$ cat config.mk
export PLATFORM = sky130hd
export DESIGN_NAME = aes_bus_driver
export DESIGN_NICKNAME = d
export VERILOG_FILES = /design/src/rtl/aes_bus_pkg.sv /design/src/rtl/aes_bus_readback.sv /design/src/rtl/aes_bus_driver.sv
export SDC_FILE = /design/constraint.sdc
export NUM_CORES = 1
export LEC_CHECK = 0
export CORE_ASPECT_RATIO = 1.25
export CORE_MARGIN = 2
export CORE_UTILIZATION = 30
export CTS_CLUSTER_DIAMETER = 50
export DETAILED_ROUTE_END_ITERATION = 6
export PLACE_DENSITY = 0.55
export SLEW_MARGIN = 0
export SYNTH_ARGS = -nofsm -noshare
export SYNTH_HDL_FRONTEND = slang
export SYNTH_SLANG_ARGS = --single-unit
$ cat constraint.sdc
create_clock -name clk -period 5.4 [get_ports clk]
set_input_delay 0.81 -clock clk [delete_from_list [all_inputs] [get_ports clk]]
set_output_delay 0.81 -clock clk [all_outputs]
set_load 0.01 [all_outputs]
$ cat src/rtl/aes_bus_pkg.sv
// Types and constants shared by the AES wrapper bus initiator and its readback unit.
package aes_bus_pkg;
  typedef enum logic [2:0] {
    IDLE,
    KEY_WR,
    KEY_WAIT,
    DATA_WAIT,
    DATA_WR,
    RESULT_WAIT,
    READ
  } state_e;

  localparam logic [3:0] KEY_SEL_BASE  = 4'h0;
  localparam logic [3:0] DATA_SEL_BASE = 4'h8;
  localparam int         KEY_WORDS     = 8;
  localparam int         DATA_WORDS    = 4;
endpackage

$ cat src/rtl/aes_bus_readback.sv
// Walks the 2-bit output select 0,1,2,3,3 and captures each returned word one cycle
// after its select, then presents the assembled 128-bit block with a done strobe.
module aes_bus_readback
  import aes_bus_pkg::*;
(
  input  logic         clk,
  input  logic         reset,
  input  logic         i_start,
  input  logic [31:0]  i_rd_data,
  output logic [1:0]   o_rd_sel,
  output logic         o_last,
  output logic [127:0] o_block,
  output logic         o_done
);
  logic         r_active;
  logic [2:0]   r_cnt;
  logic [1:0]   r_sel;
  logic [95:0]  r_acc;
  logic [127:0] r_block;
  logic         r_done;
  logic [2:0]   w_cnt_inc;

  assign w_cnt_inc = r_cnt + 3'd1;
  assign o_last    = r_active && (r_cnt == 3'(DATA_WORDS));

  always_ff @(posedge clk or negedge reset) begin
    if (!reset) begin
      r_active <= 1'b0;
      r_cnt    <= '0;
      r_sel    <= '0;
      r_acc    <= '0;
      r_block  <= '0;
      r_done   <= 1'b0;
    end else begin
      r_done <= 1'b0;
      if (i_start) begin
        r_active <= 1'b1;
        r_cnt    <= '0;
        r_sel    <= '0;
      end else if (r_active) begin
        r_cnt <= w_cnt_inc;
        // the last select is held for one extra cycle so word 3 lands in R4
        r_sel <= (r_cnt >= 3'(DATA_WORDS - 1)) ? 2'(DATA_WORDS - 1) : w_cnt_inc[1:0];
        case (r_cnt)
          3'd1:    r_acc[31:0]  <= i_rd_data;
          3'd2:    r_acc[63:32] <= i_rd_data;
          3'd3:    r_acc[95:64] <= i_rd_data;
          default: ;
        endcase
        if (o_last) begin
          r_active <= 1'b0;
          r_sel    <= '0;
          r_block  <= {i_rd_data, r_acc};
          r_done   <= 1'b1;
        end
      end
    end
  end

  assign o_rd_sel = r_sel;
  assign o_block  = r_block;
  assign o_done   = r_done;
endmodule

$ cat src/rtl/aes_bus_driver.sv
// Host-side initiator: writes key/data words to the AES wrapper, waits, reads the result.
//   state       | meaning
//   IDLE        | host ready; accepts key load or block
//   KEY_WR      | writing key words sel 0-7
//   KEY_WAIT    | waiting for key expansion (first cycle's key_ready ignored)
//   DATA_WAIT   | waiting for core ready
//   DATA_WR     | writing data words sel 8-b
//   RESULT_WAIT | waiting for result-valid pulse
//   READ        | readback unit collecting the four result words
module aes_bus_driver
  import aes_bus_pkg::*;
#(
  parameter int TIMEOUT_CYCLES = 4096,
  parameter int TMO_W          = 13
) (
  input  logic         clk,
  input  logic         reset,
  input  logic [255:0] i_key,
  input  logic [1:0]   i_key_mode,
  input  logic         i_key_load,
  input  logic [127:0] i_block,
  input  logic         i_enc_dec,
  input  logic         i_block_valid,
  output logic         o_host_ready,
  output logic         o_key_loaded,
  output logic [127:0] o_block,
  output logic         o_block_valid,
  output logic         o_error,
  output logic         bus_enable,
  output logic         bus_enc_dec,
  output logic [1:0]   bus_key_mode,
  output logic [31:0]  bus_data,
  output logic [3:0]   bus_data_sel,
  output logic         bus_data_valid,
  output logic [1:0]   bus_o_data_sel,
  input  logic [31:0]  bus_o_data,
  input  logic         bus_key_ready,
  input  logic         bus_ready,
  input  logic         bus_o_data_valid
);
  state_e           r_state, w_state_nxt;
  logic [2:0]       r_idx, w_idx_nxt, w_idx_inc;
  logic [TMO_W-1:0] r_tmo, w_tmo_nxt;
  logic             r_key_loaded, w_key_loaded_nxt;
  logic             r_error, w_error_nxt;
  logic [255:0]     r_key;
  logic [127:0]     r_block;
  logic             w_latch_key, w_latch_blk, w_rb_start, w_rb_last, w_timeout;
  logic             w_dv_nxt;
  logic [3:0]       w_sel_nxt;
  logic [31:0]      w_data_nxt;
  logic             r_bus_enable, r_bus_enc_dec, r_bus_data_valid;
  logic [1:0]       r_bus_key_mode;
  logic [31:0]      r_bus_data;
  logic [3:0]       r_bus_data_sel;

  assign w_idx_inc = r_idx + 3'd1;
  assign w_timeout = (r_tmo == TMO_W'(TIMEOUT_CYCLES - 1));

  always_ff @(posedge clk or negedge reset) begin
    if (!reset) r_state <= IDLE;
    else        r_state <= w_state_nxt;
  end

  // bus write strobe/select/data are computed one cycle early so the registered outputs line up with the state
  always_comb begin
    w_state_nxt      = r_state;
    w_idx_nxt        = r_idx;
    w_tmo_nxt        = '0;
    w_key_loaded_nxt = r_key_loaded;
    w_error_nxt      = 1'b0;
    w_latch_key      = 1'b0;
    w_latch_blk      = 1'b0;
    w_rb_start       = 1'b0;
    w_dv_nxt         = 1'b0;
    w_sel_nxt        = r_bus_data_sel;
    w_data_nxt       = r_bus_data;
    unique case (r_state)
      IDLE: begin
        if (i_key_load) begin
          w_latch_key      = 1'b1;
          w_key_loaded_nxt = 1'b0;
          w_state_nxt      = KEY_WR;
          w_idx_nxt        = '0;
          w_dv_nxt         = 1'b1;
          w_sel_nxt        = KEY_SEL_BASE;
          w_data_nxt       = i_key[31:0];
        end else if (i_block_valid) begin
          if (r_key_loaded) begin
            w_latch_blk = 1'b1;
            w_state_nxt = DATA_WAIT;
          end else begin
            w_error_nxt = 1'b1;
          end
        end
      end
      KEY_WR: begin
        if (r_idx == 3'(KEY_WORDS - 1)) begin
          w_state_nxt = KEY_WAIT;
          w_idx_nxt   = '0;
        end else begin
          w_idx_nxt  = w_idx_inc;
          w_dv_nxt   = 1'b1;
          w_sel_nxt  = KEY_SEL_BASE + {1'b0, w_idx_inc};
          w_data_nxt = r_key[{w_idx_inc, 5'd0} +: 32];
        end
      end
      KEY_WAIT: begin
        if (bus_key_ready && (r_tmo != '0)) begin
          w_key_loaded_nxt = 1'b1;
          w_state_nxt      = IDLE;
        end else if (w_timeout) begin
          w_error_nxt = 1'b1;
          w_state_nxt = IDLE;
        end else begin
          w_tmo_nxt = r_tmo + 1'b1;
        end
      end
      DATA_WAIT: begin
        if (bus_ready) begin
          w_state_nxt = DATA_WR;
          w_idx_nxt   = '0;
          w_dv_nxt    = 1'b1;
          w_sel_nxt   = DATA_SEL_BASE;
          w_data_nxt  = r_block[31:0];
        end else if (w_timeout) begin
          w_error_nxt = 1'b1;
          w_state_nxt = IDLE;
        end else begin
          w_tmo_nxt = r_tmo + 1'b1;
        end
      end
      DATA_WR: begin
        if (r_idx == 3'(DATA_WORDS - 1)) begin
          w_state_nxt = RESULT_WAIT;
          w_idx_nxt   = '0;
        end else begin
          w_idx_nxt  = w_idx_inc;
          w_dv_nxt   = 1'b1;
          w_sel_nxt  = DATA_SEL_BASE + {1'b0, w_idx_inc};
          w_data_nxt = r_block[{w_idx_inc[1:0], 5'd0} +: 32];
        end
      end
      RESULT_WAIT: begin
        if (bus_o_data_valid) begin
          w_state_nxt = READ;
          w_rb_start  = 1'b1;
        end else if (w_timeout) begin
          w_error_nxt = 1'b1;
          w_state_nxt = IDLE;
        end else begin
          w_tmo_nxt = r_tmo + 1'b1;
        end
      end
      READ: begin
        if (w_rb_last) w_state_nxt = IDLE;
      end
      default: w_state_nxt = IDLE;
    endcase
  end

  always_ff @(posedge clk or negedge reset) begin
    if (!reset) begin
      r_idx            <= '0;
      r_tmo            <= '0;
      r_key_loaded     <= 1'b0;
      r_error          <= 1'b0;
      r_key            <= '0;
      r_block          <= '0;
      r_bus_enable     <= 1'b0;
      r_bus_enc_dec    <= 1'b0;
      r_bus_key_mode   <= '0;
      r_bus_data       <= '0;
      r_bus_data_sel   <= '0;
      r_bus_data_valid <= 1'b0;
    end else begin
      r_idx            <= w_idx_nxt;
      r_tmo            <= w_tmo_nxt;
      r_key_loaded     <= w_key_loaded_nxt;
      r_error          <= w_error_nxt;
      r_bus_enable     <= 1'b1;
      r_bus_data       <= w_data_nxt;
      r_bus_data_sel   <= w_sel_nxt;
      r_bus_data_valid <= w_dv_nxt;
      if (w_latch_key) begin
        r_key          <= i_key;
        r_bus_key_mode <= i_key_mode;
      end
      if (w_latch_blk) begin
        r_block       <= i_block;
        r_bus_enc_dec <= i_enc_dec;
      end
    end
  end

  aes_bus_readback u_readback (
    .clk       (clk),
    .reset     (reset),
    .i_start   (w_rb_start),
    .i_rd_data (bus_o_data),
    .o_rd_sel  (bus_o_data_sel),
    .o_last    (w_rb_last),
    .o_block   (o_block),
    .o_done    (o_block_valid)
  );

  assign o_host_ready   = (r_state == IDLE);
  assign o_key_loaded   = r_key_loaded;
  assign o_error        = r_error;
  assign bus_enable     = r_bus_enable;
  assign bus_enc_dec    = r_bus_enc_dec;
  assign bus_key_mode   = r_bus_key_mode;
  assign bus_data       = r_bus_data;
  assign bus_data_sel   = r_bus_data_sel;
  assign bus_data_valid = r_bus_data_valid;
endmodule

==> results_dict.tcl <==
set metrics [dict create \
    status "completed" \
    ys_seq_area_frac 0.581 \
    crit_type "reg -> reg" \
    dieArea_um2 99600 \
    cts_num_sinks 677 \
    core_area_um2 96100 \
    vias 19000 \
    clockBufferDepth 3 \
    hold_ws_ns 0.286 \
    path_delay_family "flip-flops" \
    relSlewSlack 0.179 \
    cts_tree "yes" \
    power_density_nw_per_um2 580 \
    grt_first_pass_wirelength_um 135000 \
    dpl_cell_area_um2 36300 \
    hpwl_um 66200 \
    drt_wl_total_um 90900 \
    ir_worst_vdd_mv 0.310 \
    cts_hold_buf 0 \
    areaGrowthSynthToFinish_pct 34.9 \
    tns_ns 0 \
    final_max_slew_viol_count 0 \
    first_iter_violations 942 \
    hp-class "in -> async" \
    power_switching_mw 7.17 \
    async_flop_share 1.00 \
    overflow 0 \
    startpoint_type "register" \
    rsz0062_at_grt "no" \
    p_seq_frac 0.389 \
    instances_no_fill 3851 \
    first_global_vias 20300 \
    finClkSkew_ns 0.0377 \
    die_h_um 352 \
    hold_violations 0 \
    dr.pass1.iters 5 \
    cts_setup_buffers 0 \
    max_stage_delay_ns 0.79 \
    cts_buffers 87 \
    max_freq_mhz 290 \
    required_ns 5.92 \
    root_buffer "clkbuf_16" \
    cp-end-kind "register" \
    ios 601 \
    intPower_mw 15.6 \
    gp_congestion 0.826 \
    synthCells 1907 \
    rows 127 \
    cts_resized 0 \
    synth_edf_count 0 \
    path_clk_slew_ns 0.06 \
    h-tree-depth 3 \
    synth_nets 2344 \
    ys_warn_count 0 \
    syn_avg_cell_area_um2 15.3 \
    start_util 0.303 \
    post_synth_instance_area_um2 29100 \
    io_buffers 600 \
    layout.nets 2922 \
    period_minus_slack_ns 3.45 \
    grt_start_max_net_pins 130 \
    layout-drive-gt1-share 0.340 \
    p_leak_nw 16.0 \
    critical_path_arrival_ns 3.97 \
    pwr-share-clk 0.256 \
    crit_path_top_delay_cell "dfrtp_4" \
    drc_errors 0 \
    crit_chain "ha_4 -> ha_1 -> a2111oi_4 -> buf_4 -> or2_2 -> mux2_2" \
    ff2ff_path_depth 6 \
    grt_usage 0.181 \
    crit_buf_inv 1 \
    synth_cell_types 53 \
    worst_pin_slew_ns 1.23 \
    synth_ff_type "dfrtp_1" \
    stdcell_area_um2 39300 \
    dieWidth_um 283 \
    place_inst 3686 \
    cap_violations 0 \
    setup_viol 0 \
    antenna_found_initial 44 \
    clkLatencyLatePin_ns 0.64 \
    drt-wirelength-per-cell_um 23.6 \
    finalCritPeriodShare 0.639 \
    switching_share 0.315 \
    combPwrFrac 0.355 \
    path_max_fanout 41 \
    drtAntennaViolNets 0 \
    yosys_register_bits 677 \
    path_depth 6 \
    vias_per_cell 4.93 \
]
## worst paths after layout
| path | from | end | slack, ns |
|---|---|---|---|
| setup / recovery | r_idx[0] | bus_data_sel[0] | 1.95 |
| min in group clk | u_readback.r_acc[81] | u_readback.r_acc[81] | 0.48 |
| setup reg to reg | r_idx[0] | bus_data_sel[0] | 1.95 |
| max in group asynchronous | reset | r_key[141] | 3.82 |
| hold / removal | reset | u_readback.o_block[59] | 0.29 |
| hold reg to reg | u_readback.r_acc[81] | u_readback.r_acc[81] | 0.48 |
## synth_stat cells, types with 2 or more instances
| cell type | count | area share |
|---|---|---|
| a211oi_1 | 32 | 0.0082 |
| nor2_1 | 15 | 0.0019 |
| mux4_2 | 65 | 0.050 |
| clkbuf_1 | 38 | 0.0049 |
| a21o_1 | 2 | 0.00052 |
| buf_6 | 20 | 0.0077 |
| mux2_1 | 5 | 0.0019 |
| nor4_1 | 5 | 0.0011 |
| o21ai_0 | 8 | 0.0014 |
| dfrtp_1 | 677 | 0.58 |
| o22ai_1 | 31 | 0.0067 |
| inv_1 | 15 | 0.0019 |
| nand3_1 | 9 | 0.0015 |
| xor2_1 | 4 | 0.0012 |
| nand2_1 | 15 | 0.0019 |
| a31oi_1 | 34 | 0.0073 |
| a22oi_1 | 32 | 0.0082 |
| o211ai_1 | 2 | 0.00052 |
| buf_2 | 57 | 0.0098 |
| buf_4 | 21 | 0.0054 |
| mux2i_1 | 63 | 0.022 |
| mux2_2 | 609 | 0.24 |
| a32o_1 | 33 | 0.011 |
| nand4_1 | 5 | 0.0011 |
| xnor2_1 | 8 | 0.0024 |
| o32ai_1 | 2 | 0.00060 |
| a21oi_1 | 3 | 0.00052 |
| nor3_1 | 52 | 0.0089 |
| a221o_1 | 2 | 0.00069 |
| and2_1 | 2 | 0.00043 |
| nor2b_1 | 3 | 0.00064 |
| nand2b_1 | 5 | 0.0011 |
| and3_1 | 3 | 0.00064 |
| ha_1 | 11 | 0.0047 |
## sequential cells by signal, summed over array words and instances (netlist names), 3 cells and up
| signal | cells |
|---|---|
| r_state | 3 |
| u_readback.o_block | 128 |
| u_readback.r_acc | 96 |
| bus_data | 32 |
| r_idx | 3 |
| r_block | 128 |
| r_key | 256 |
| u_readback.r_cnt | 3 |
| bus_data_sel | 4 |
| r_tmo | 13 |
## cell usage in the layout (no fill, tap or decap), types with 12 or more instances in the layout
cell	Yosys	routed
nor3_1	52	51
a32o_1	33	32
a22oi_1	32	32
a211oi_1	32	32
buf_4	21	16
nor2_1	15	14
inv_1	15	15
mux4_2	65	65
clkbuf_16	0	88
dfrtp_1	677	675
clkbuf_8	0	13
a31oi_1	34	34
o22ai_1	31	31
nand2_1	15	12
diode_2	0	12
mux2i_1	63	63
mux2_2	609	609
clkdlybuf4s50_1	0	599
## power groups by stage
| stage | combinational (mW) | sequential [mW] | clock, mW |
|---|---|---|---|
| floorplan | 5.04 | 8.66 | 0 |
| global placement | 8.03 | 8.85 | 0 |
| detailed placement | 8.20 | 8.98 | 0 |
| CTS | 8.23 | 8.90 | 6.00 |
| global route | 8.75 | 9.18 | 6.24 |
| finish | 8.10 | 8.87 | 5.83 |
## metrics by stage
step	power, mW	setup slack (ns)	utilization
3_3_place_gp	16.9	1.76	0.378
3_5_place_dp	17.2	1.77	0.378
6_report	22.8	1.95	0.409
5_1_grt	24.2	1.78	0.409
2_1_floorplan	13.7	3.27	-
4_1_cts	23.1	1.90	0.408
## cell families after synthesis
logic type               Yosys count  share of synthesized area
AO/OA/AOI/OAI                    188                     0.0487
XOR/XNOR                          12                    0.00361
adder cells (fa/ha/maj)           11                    0.00472
buffers and inverters            152                     0.0299
flip-flops                       677                      0.581
multiplexers                     742                      0.309
other                              1                   0.000129
AND/OR/NAND/NOR                  124                     0.0224
## final cells by class
type	instances	area [µm²]
Antenna cell	12	30.0
Clock buffer	111	2420
Clock inverter	42	507
Fill cell	8880	56800
Inverter	15	56.3
Multi-Input combinational cell	1078	11400
Sequential cell	677	16900
Tap cell	1290	1610
Timing Repair Buffer	626	6330
## per-layer routing
metal / global-route usage / up-vias / wire length (µm)
met5: 0 / - / 369
met4: 0.0528 / 58 / 2010
met3: 0.0714 / 181 / 8280
met2: 0.294 / 618 / 43900
met1: 0.221 / 9779 / 36400
li1: - / 8331 / -
No activity file was read; power rests on OpenSTA's default activity.
